**src/rtl/bcd_seven_seg_scan.sv**
```systemverilog
// Time-multiplexes a latched ones/tens/hundreds BCD score onto a 4-digit common-anode display.
// Optional leading-zero blanking of tens/hundreds is enabled with `define LEADING_ZERO_BLANK_EN.
module bcd_seven_seg_scan #(
  parameter int REFRESH_DIV = 100000,
  parameter int CNT_W       = 20
) (
  input  logic       clk,
  input  logic       rst,
  input  logic [3:0] ones,
  input  logic [3:0] tens,
  input  logic [1:0] hundreds,
  output logic [3:0] an,
  output logic [6:0] seg,
  output logic       dp,
  output logic       frame_tick
);

  logic [CNT_W-1:0] div_cnt_q, div_cnt_d;
  logic [1:0]       digit_sel_q, digit_sel_d;
  logic [3:0]       snap_ones_q, snap_ones_d;
  logic [3:0]       snap_tens_q, snap_tens_d;
  logic [1:0]       snap_hund_q, snap_hund_d;
  logic             primed_q, primed_d;
  logic             frame_tick_q, frame_tick_d;

  logic [3:0] digit_val;
  logic       digit_blank;

  // Snapshot happens on the priming edge and on every frame wrap (digit 2 -> 0).
  always_comb begin
    div_cnt_d    = div_cnt_q;
    digit_sel_d  = digit_sel_q;
    snap_ones_d  = snap_ones_q;
    snap_tens_d  = snap_tens_q;
    snap_hund_d  = snap_hund_q;
    primed_d     = primed_q;
    frame_tick_d = 1'b0;
    if (!primed_q) begin
      primed_d     = 1'b1;
      snap_ones_d  = ones;
      snap_tens_d  = tens;
      snap_hund_d  = hundreds;
      frame_tick_d = 1'b1;
    end else if (div_cnt_q == CNT_W'(REFRESH_DIV - 1)) begin
      div_cnt_d = '0;
      if (digit_sel_q == 2'd2) begin
        digit_sel_d  = 2'd0;
        snap_ones_d  = ones;
        snap_tens_d  = tens;
        snap_hund_d  = hundreds;
        frame_tick_d = 1'b1;
      end else begin
        digit_sel_d = digit_sel_q + 2'd1;
      end
    end else begin
      div_cnt_d = div_cnt_q + 1'b1;
    end
  end

  always_ff @(posedge clk) begin
    if (rst) begin
      div_cnt_q    <= '0;
      digit_sel_q  <= 2'd0;
      snap_ones_q  <= 4'd0;
      snap_tens_q  <= 4'd0;
      snap_hund_q  <= 2'd0;
      primed_q     <= 1'b0;
      frame_tick_q <= 1'b0;
    end else begin
      div_cnt_q    <= div_cnt_d;
      digit_sel_q  <= digit_sel_d;
      snap_ones_q  <= snap_ones_d;
      snap_tens_q  <= snap_tens_d;
      snap_hund_q  <= snap_hund_d;
      primed_q     <= primed_d;
      frame_tick_q <= frame_tick_d;
    end
  end

  always_comb begin
    digit_val   = snap_ones_q;
    digit_blank = 1'b0;
    case (digit_sel_q)
      2'd1: begin
        digit_val = snap_tens_q;
`ifdef LEADING_ZERO_BLANK_EN
        digit_blank = (snap_hund_q == 2'd0) && (snap_tens_q == 4'd0);
`endif
      end
      2'd2: begin
        digit_val = {2'b00, snap_hund_q};
`ifdef LEADING_ZERO_BLANK_EN
        digit_blank = (snap_hund_q == 2'd0);
`endif
      end
      default: digit_val = snap_ones_q;
    endcase
  end

  always_comb begin
    an  = 4'b1111;
    seg = 7'h7F;
    if (primed_q) begin
      case (digit_sel_q)
        2'd0:    an = 4'b1110;
        2'd1:    an = 4'b1101;
        2'd2:    an = 4'b1011;
        default: an = 4'b1111;
      endcase
      if (!digit_blank) begin
        case (digit_val)
          4'd0:    seg = 7'h40;
          4'd1:    seg = 7'h79;
          4'd2:    seg = 7'h24;
          4'd3:    seg = 7'h30;
          4'd4:    seg = 7'h19;
          4'd5:    seg = 7'h12;
          4'd6:    seg = 7'h02;
          4'd7:    seg = 7'h78;
          4'd8:    seg = 7'h00;
          4'd9:    seg = 7'h10;
          default: seg = 7'h3F;
        endcase
      end
    end
  end

  assign dp         = 1'b1;
  assign frame_tick = frame_tick_q;

endmodule

```
**config.mk**
```make
export PLATFORM = sky130hd
export DESIGN_NAME = bcd_seven_seg_scan
export DESIGN_NICKNAME = d
export VERILOG_FILES = /design/src/rtl/bcd_seven_seg_scan.sv
export SDC_FILE = /design/constraint.sdc
export NUM_CORES = 1
export LEC_CHECK = 0
export BUFFER_PORTS_ARGS = -buffer_cell sky130_fd_sc_hd__buf_2
export CELL_PAD_IN_SITES_DETAIL_PLACEMENT = 0
export CELL_PAD_IN_SITES_GLOBAL_PLACEMENT = 2
export CORE_MARGIN = 3
export CORE_UTILIZATION = 35
export CTS_BUF_LIST = sky130_fd_sc_hd__clkbuf_2 sky130_fd_sc_hd__clkbuf_4 sky130_fd_sc_hd__clkbuf_8
export DETAILED_ROUTE_END_ITERATION = 10
export HOLD_SLACK_MARGIN = 0.15
export PLACE_DENSITY_LB_ADDON = 0.1
export SYNTH_ARGS = -nofsm -noshare
export SYNTH_HDL_FRONTEND = slang
export SYNTH_SLANG_ARGS = --single-unit
export TNS_END_PERCENT = 5
```
**constraint.sdc**
```tcl
create_clock -name clk -period 3.6 [get_ports clk]
set_input_delay 1.08 -clock clk [delete_from_list [all_inputs] [get_ports clk]]
set_output_delay 1.08 -clock clk [all_outputs]
set_load 0.01 [all_outputs]
```
## Word level (Yosys, flattened, before mapping)

Memories as Yosys holds them, arrays and structs flattened.
Cells that the tools add are included.

| cells by class | value |
|---|---|
| $add $sub $neg | 2 |
| equal/unequal tests | 5 |
| muxes and demuxes | 19 |
| reduce and logical (&&, ||, !) cells | 3 |

Operators by type and width:

| cell | number |
|---|---|
| $mux 4 | 6 |
| $add 20x1->20 const B | 1 |
| $eq 20x17->1 const B | 1 |
| $mux 20 | 1 |
| $pmux 3 s3 | 1 |
| $mux 2 | 4 |
| $pmux 4 s2 | 1 |
| $mux 7 | 1 |
| $mux 1 | 4 |
| $ne 2x1->1 const B | 2 |
| $reduce_and 2->1 | 2 |
| $mux 3 | 1 |
| $add 2x1->2 const B | 1 |
| $eq 2x1->1 const B | 1 |
| $eq 2x2->1 const B | 1 |
| $logic_not 2->1 | 1 |

| storage, ports and cells | value |
|---|---|
| bits in registers | 34 |
| memory bits (read-only) | 112 |
| bits of input ports | 12 |
| output and inout bits | 13 |
| logic and storage cells | 37 |
| memories | 1 |

Memories:

| name | depth | bits a word | read ports | clocked after memory_dff | wr ports | line | RTL |
|---|---|---|---|---|---|---|---|
| (name not given) | 16 | 7 | 1 | 0 | 0 | 111 | `case (digit_val)` |

## Logic depth before layout (Yosys ltp)

| logic depth | value |
|---|---|
| word-level depth | 4 |
| mapped depth | 9 |
| gate-level depth less buffers | 8 |

## Worst setup path before layout

No wires, ideal clock.

| timing | value |
|---|---|
| path kind | reg2out |
| from | register digit_sel_q[0] |
| to | output seg[3] |
| arrival | 2,105 ps |
| required time | 2,520 ps |
| path slack | 415 ps |
| stages on the path, launching flop included | 10 |
| path buffers | 1 |
| path through | dfxtp_1 inv_1 ha_1 buf_2 nor2_1 a21oi_1 inv_1 ha_1 a21oi_1 or3b_2 |

| on the way | value |
|---|---|
| word-level cells in the longest chain between the ends | 4 |
| elaborated cells between the ends (all ways) | 5 |
| those cells by class | eq/ne (2); mux (2); memory (1) |

RTL lines:

| item | line | RTL |
|---|---|---|
| from (decl) | 19 | `logic [1:0] digit_sel_q, digit_sel_d;` |
| from (signal assigned) | 71 | `digit_sel_q <= digit_sel_d;` |
| $eq 2x2->1 / $eq 2x1->1 (equally long branches) | 83 | `case (digit_sel_q)` |
| $pmux 4 s2 * | 83 |  |
| $mem_v2 16x7 * | n/a |  |
| $mux 7 * | 103 | `if (primed_q) begin` |
| to (decl) | 13 | `output logic [6:0] seg,` |

Mark *: on every way between the ends. The rest lies on a longest branch, timed or not.

## Worst setup path in the final report

Same ends and word-level chain as after synthesis.

==> run_summary.xml <==
<?xml version="1.0" encoding="UTF-8"?>
<metrics>
  <group name="setup_path">
    <metric name="timing.critical_path.from_type" unit="">flip-flop</metric>
    <metric name="critPathBufInv" unit="">3</metric>
    <metric name="cell_by_cell_trace_of_the_critical_path" unit="">inv_1 -&gt; ha_1 -&gt; a22oi_1 -&gt; a21oi_1 -&gt; inv_1 -&gt; ha_1 -&gt; a21oi_1 -&gt; or3b_2 -&gt; buf_2</metric>
    <metric name="timing.critical_path.slowest_stage_cell" unit="">or3b_2</metric>
    <metric name="cp-end-kind" unit="">output port</metric>
    <metric name="path_max_fanout" unit="">4</metric>
    <metric name="timing.critical_path.required" unit="ns">2.52</metric>
    <metric name="critical_path.top_delay_family" unit="">adder cells</metric>
    <metric name="setup.worst_path.class" unit="">reg2out</metric>
    <metric name="maximum_single_stage_delay_on_the_critical_path" unit="ns">0.43</metric>
    <metric name="worst_ep_arrival_time" unit="ns">2.36</metric>
  </group>
  <group name="clocking">
    <metric name="cts.root.buffer_cell" unit="">clkbuf_8</metric>
    <metric name="clkLatencyLatePin" unit="ns">0.28</metric>
    <metric name="cts_buffers" unit="">5</metric>
    <metric name="cts_sinks" unit="">34</metric>
    <metric name="tritoncts" unit="">yes</metric>
    <metric name="clock_path_buffers" unit="">2</metric>
    <metric name="holdBufCountCts" unit="">0</metric>
    <metric name="htree_levels" unit="">2</metric>
    <metric name="clk_pin_slew_worst_paths" unit="ns">0.07</metric>
  </group>
  <group name="global_route">
    <metric name="wire_length_of_the_first_global_routing_pass" unit="mm">7.300</metric>
    <metric name="grt_pass1_vias" unit="">1515</metric>
    <metric name="antenna_found_initial" unit="">0</metric>
    <metric name="global_route.overflow_total" unit="">0</metric>
    <metric name="grt_usage" unit="%">14.56</metric>
    <metric name="grt_start_max_net_pins" unit="">23</metric>
  </group>
  <group name="place">
    <metric name="placed_cells" unit="">317</metric>
    <metric name="place.gp.congestion" unit="">0.7595</metric>
    <metric name="numPortBuffers" unit="">22</metric>
    <metric name="hpwl" unit="mm">3.149</metric>
  </group>
  <group name="layout">
    <metric name="final.fill_count" unit="">581</metric>
    <metric name="final_cell_count_no_fill" unit="">325</metric>
    <metric name="leading_cell_types_in_the_layout_fill_and_taps_excluded" unit="">33 x dfxtp_1, 32 x nand2_1, 22 x buf_2</metric>
    <metric name="area_growth_from_synthesis_to_layout" unit="%">16.53</metric>
    <metric name="antenna_cells_inserted" unit="">0</metric>
    <metric name="final_common_cell" unit="">dfxtp_1</metric>
    <metric name="layout-drive-gt1-share" unit="%">16.86</metric>
    <metric name="final_nets" unit="">275</metric>
  </group>
  <group name="sta">
    <metric name="max-slew-margin-rel" unit="%">55.02</metric>
    <metric name="timing.hold.ws" unit="ns">0.4687</metric>
    <metric name="final_min_period_over_clock_period" unit="%">95.42</metric>
    <metric name="worst-slew-pin-transition" unit="ns">0.6746</metric>
    <metric name="final-max-slew-violation-count" unit="">0</metric>
    <metric name="fmax" unit="MHz">291.1</metric>
    <metric name="setup_tns" unit="ns">0</metric>
    <metric name="fin_skew" unit="ns">0.004498</metric>
    <metric name="final-setup-viol-count" unit="">0</metric>
    <metric name="finalCriticalPeriod" unit="ns">3.435</metric>
    <metric name="timing.final.hold_violations" unit="">0</metric>
  </group>
  <group name="job">
    <metric name="cap_viol_max_count" unit="">0</metric>
  </group>
  <group name="routing">
    <metric name="route.vias.total" unit="">1657</metric>
    <metric name="drt-initial-drc-count" unit="">75</metric>
    <metric name="drcViolationCount" unit="">0</metric>
    <metric name="wl_per_cell" unit="um">13.26</metric>
    <metric name="final_antenna_net_count" unit="">0</metric>
    <metric name="first_pass_iters" unit="">4</metric>
    <metric name="finalWirelength" unit="mm">4.311</metric>
    <metric name="drt-vias-per-instance" unit="">5.098</metric>
  </group>
  <group name="synthesis">
    <metric name="synth.yosys.warnings" unit="">0</metric>
    <metric name="syn-mean-instance-area" unit="sq um">8.090</metric>
    <metric name="netlist.top_cell.by_area" unit="">dfxtp_1</metric>
    <metric name="yosys.cell_types.count" unit="">40</metric>
    <metric name="postSynthCellCount" unit="">232</metric>
    <metric name="synth-seq-area-share" unit="%">36.27</metric>
    <metric name="yosys-top-cells-area" unit="">dfxtp_1 36%, nand2_1 6.4%, ha_1 6.0%, mux2i_1 5.3%, xnor2_1 4.2%</metric>
    <metric name="synth_area" unit="sq um">1877</metric>
    <metric name="synth_seq_cells" unit="">34</metric>
    <metric name="synth_top_cell_area_share" unit="%">36.27</metric>
  </group>
  <group name="power_and_ir_drop">
    <metric name="report.power.total" unit="mW">0.8173</metric>
    <metric name="p_leak" unit="nW">0.7985</metric>
    <metric name="powerDensity" unit="nW/um^2">373.7</metric>
    <metric name="irDropWorstVdd" unit="mV">0.1938</metric>
  </group>
  <group name="floorplan">
    <metric name="rows" unit="">26</metric>
    <metric name="core" unit="sq um">5140</metric>
    <metric name="dieHeight" unit="um">79.23</metric>
    <metric name="dieArea" unit="sq um">6277</metric>
    <metric name="fp.dieW" unit="um">79.23</metric>
    <metric name="initial_utilization" unit="%">36.51</metric>
    <metric name="ios" unit="">25</metric>
  </group>
  <group name="hold_path">
    <metric name="timing.hold.worst.class" unit="">reg2reg</metric>
  </group>
  <group name="run_status">
    <metric name="result_of_the_run" unit="">finished, final reports clean</metric>
  </group>
</metrics>
## power breakdown
part	switching (mW)	internal (mW)
combinational	0.0466	0.0340
clock	0.138	0.204
sequential	0.00863	0.387
total	0.193	0.624
## cell families (layout without fill, tap and decap cells)
| kind of cell | Yosys count | in the layout | synth area share [%] |
|---|---|---|---|
| AND/OR/NAND/NOR | 101 | 101 | 27.33 |
| AO/OA/AOI/OAI | 43 | 43 | 13.93 |
| flip-flops | 34 | 34 | 36.27 |
| buffers and inverters | 22 | 44 | 5.333 |
| XOR/XNOR | 12 | 12 | 5.600 |
| multiplexers | 10 | 10 | 5.334 |
| adder cells (fa/ha/maj) | 9 | 9 | 6.000 |
| other | 1 | 2 | 0.1998 |
## worst paths after layout
kind / to / cells after the start / startpoint / slack [ns]
max: seg[3] / 9 / digit_sel_q[0] / 0.16
min: snap_ones_q[2] / 2 / snap_ones_q[2] / 0.47
max reg2reg: div_cnt_q[10] / 4 / div_cnt_q[7] / 1.54
min reg2reg: snap_ones_q[2] / 2 / snap_ones_q[2] / 0.47
## routing by layer
layer	GRT usage [%]	vias to the layer above	wire (um)
met4	4.124	0	27
li1	-	872	-
met5	0	-	0
met3	3.741	2	166
met2	19.19	22	1677
met1	22.69	761	2440
## tightest hold or removal path, delay by kind of cell (launching register included)
family,cells,cell delay (ns)
mux,1,0.05
simple gates,1,0.05
flops,1,0.32
## synth_stat cells (all sizes together)
| library cell | instances |
|---|---|
| o21ai | 12 |
| a31oi | 2 |
| o32ai | 1 |
| a211oi | 2 |
| a22oi | 3 |
| dfxtp | 34 |
| mux2i | 10 |
| nor3 | 6 |
| a21oi | 15 |
| clkbuf | 4 |
| o21a | 1 |
| nand3b | 2 |
| and3 | 2 |
| nand4 | 9 |
| o41ai | 2 |
| nor2b | 1 |
| nand3 | 13 |
| or4 | 4 |
| inv | 10 |
| or3b | 1 |
| or3 | 4 |
| nor4 | 5 |
| o31ai | 2 |
| xor2 | 3 |
| conb | 1 |
| ha | 9 |
| a21o | 1 |
| nor4b | 1 |
| buf | 8 |
| xnor2 | 9 |
| nand2 | 32 |
| and4 | 3 |
| o211ai | 1 |
| a31o | 1 |
| nor2 | 18 |
## per-stage QoR
| step | util [%] | cell area, sq um | worst slack [ns] |
|---|---|---|---|
| finish | 42.55 | 2187 | 0.1649 |
| global route | 42.55 | 2187 | -0.01850 |
| CTS | 41.92 | 2155 | 0.03448 |
| detailed placement | 39.80 | 2046 | 0.3413 |
| global placement | 39.80 | 2046 | 0.3930 |
| floorplan | - | 1881 | 0.4146 |
## sequential cells by signal (all words and copies together) (netlist names)
| signal | flops |
|---|---|
| digit_sel_q | 2 |
| div_cnt_q | 20 |
| frame_tick | 1 |
| primed_q | 1 |
| snap_hund_q | 2 |
| snap_ones_q | 4 |
| snap_tens_q | 4 |
## timing repair
| item | 4_1_cts | 5_1_grt |
|---|---|---|
| resized for setup | 0 | 6 |
| endpoints found under the setup margin | 0 | 1 |
| buffers inserted | 0 | 0 |
## final cells by class
| class | instances | area, sq um | area share, % |
|---|---|---|---|
| clock inverter | 3 | 40.04 | 1.831 |
| clock buffer | 5 | 68.82 | 3.146 |
| multi-input combinational | 177 | 1131 | 51.72 |
| tap | 70 | 87.58 | 4.005 |
| timing repair buffer | 26 | 140.1 | 6.407 |
| sequential | 34 | 681.9 | 31.18 |
| inverter | 10 | 37.54 | 1.716 |
(Power assumes the default switching activity.)
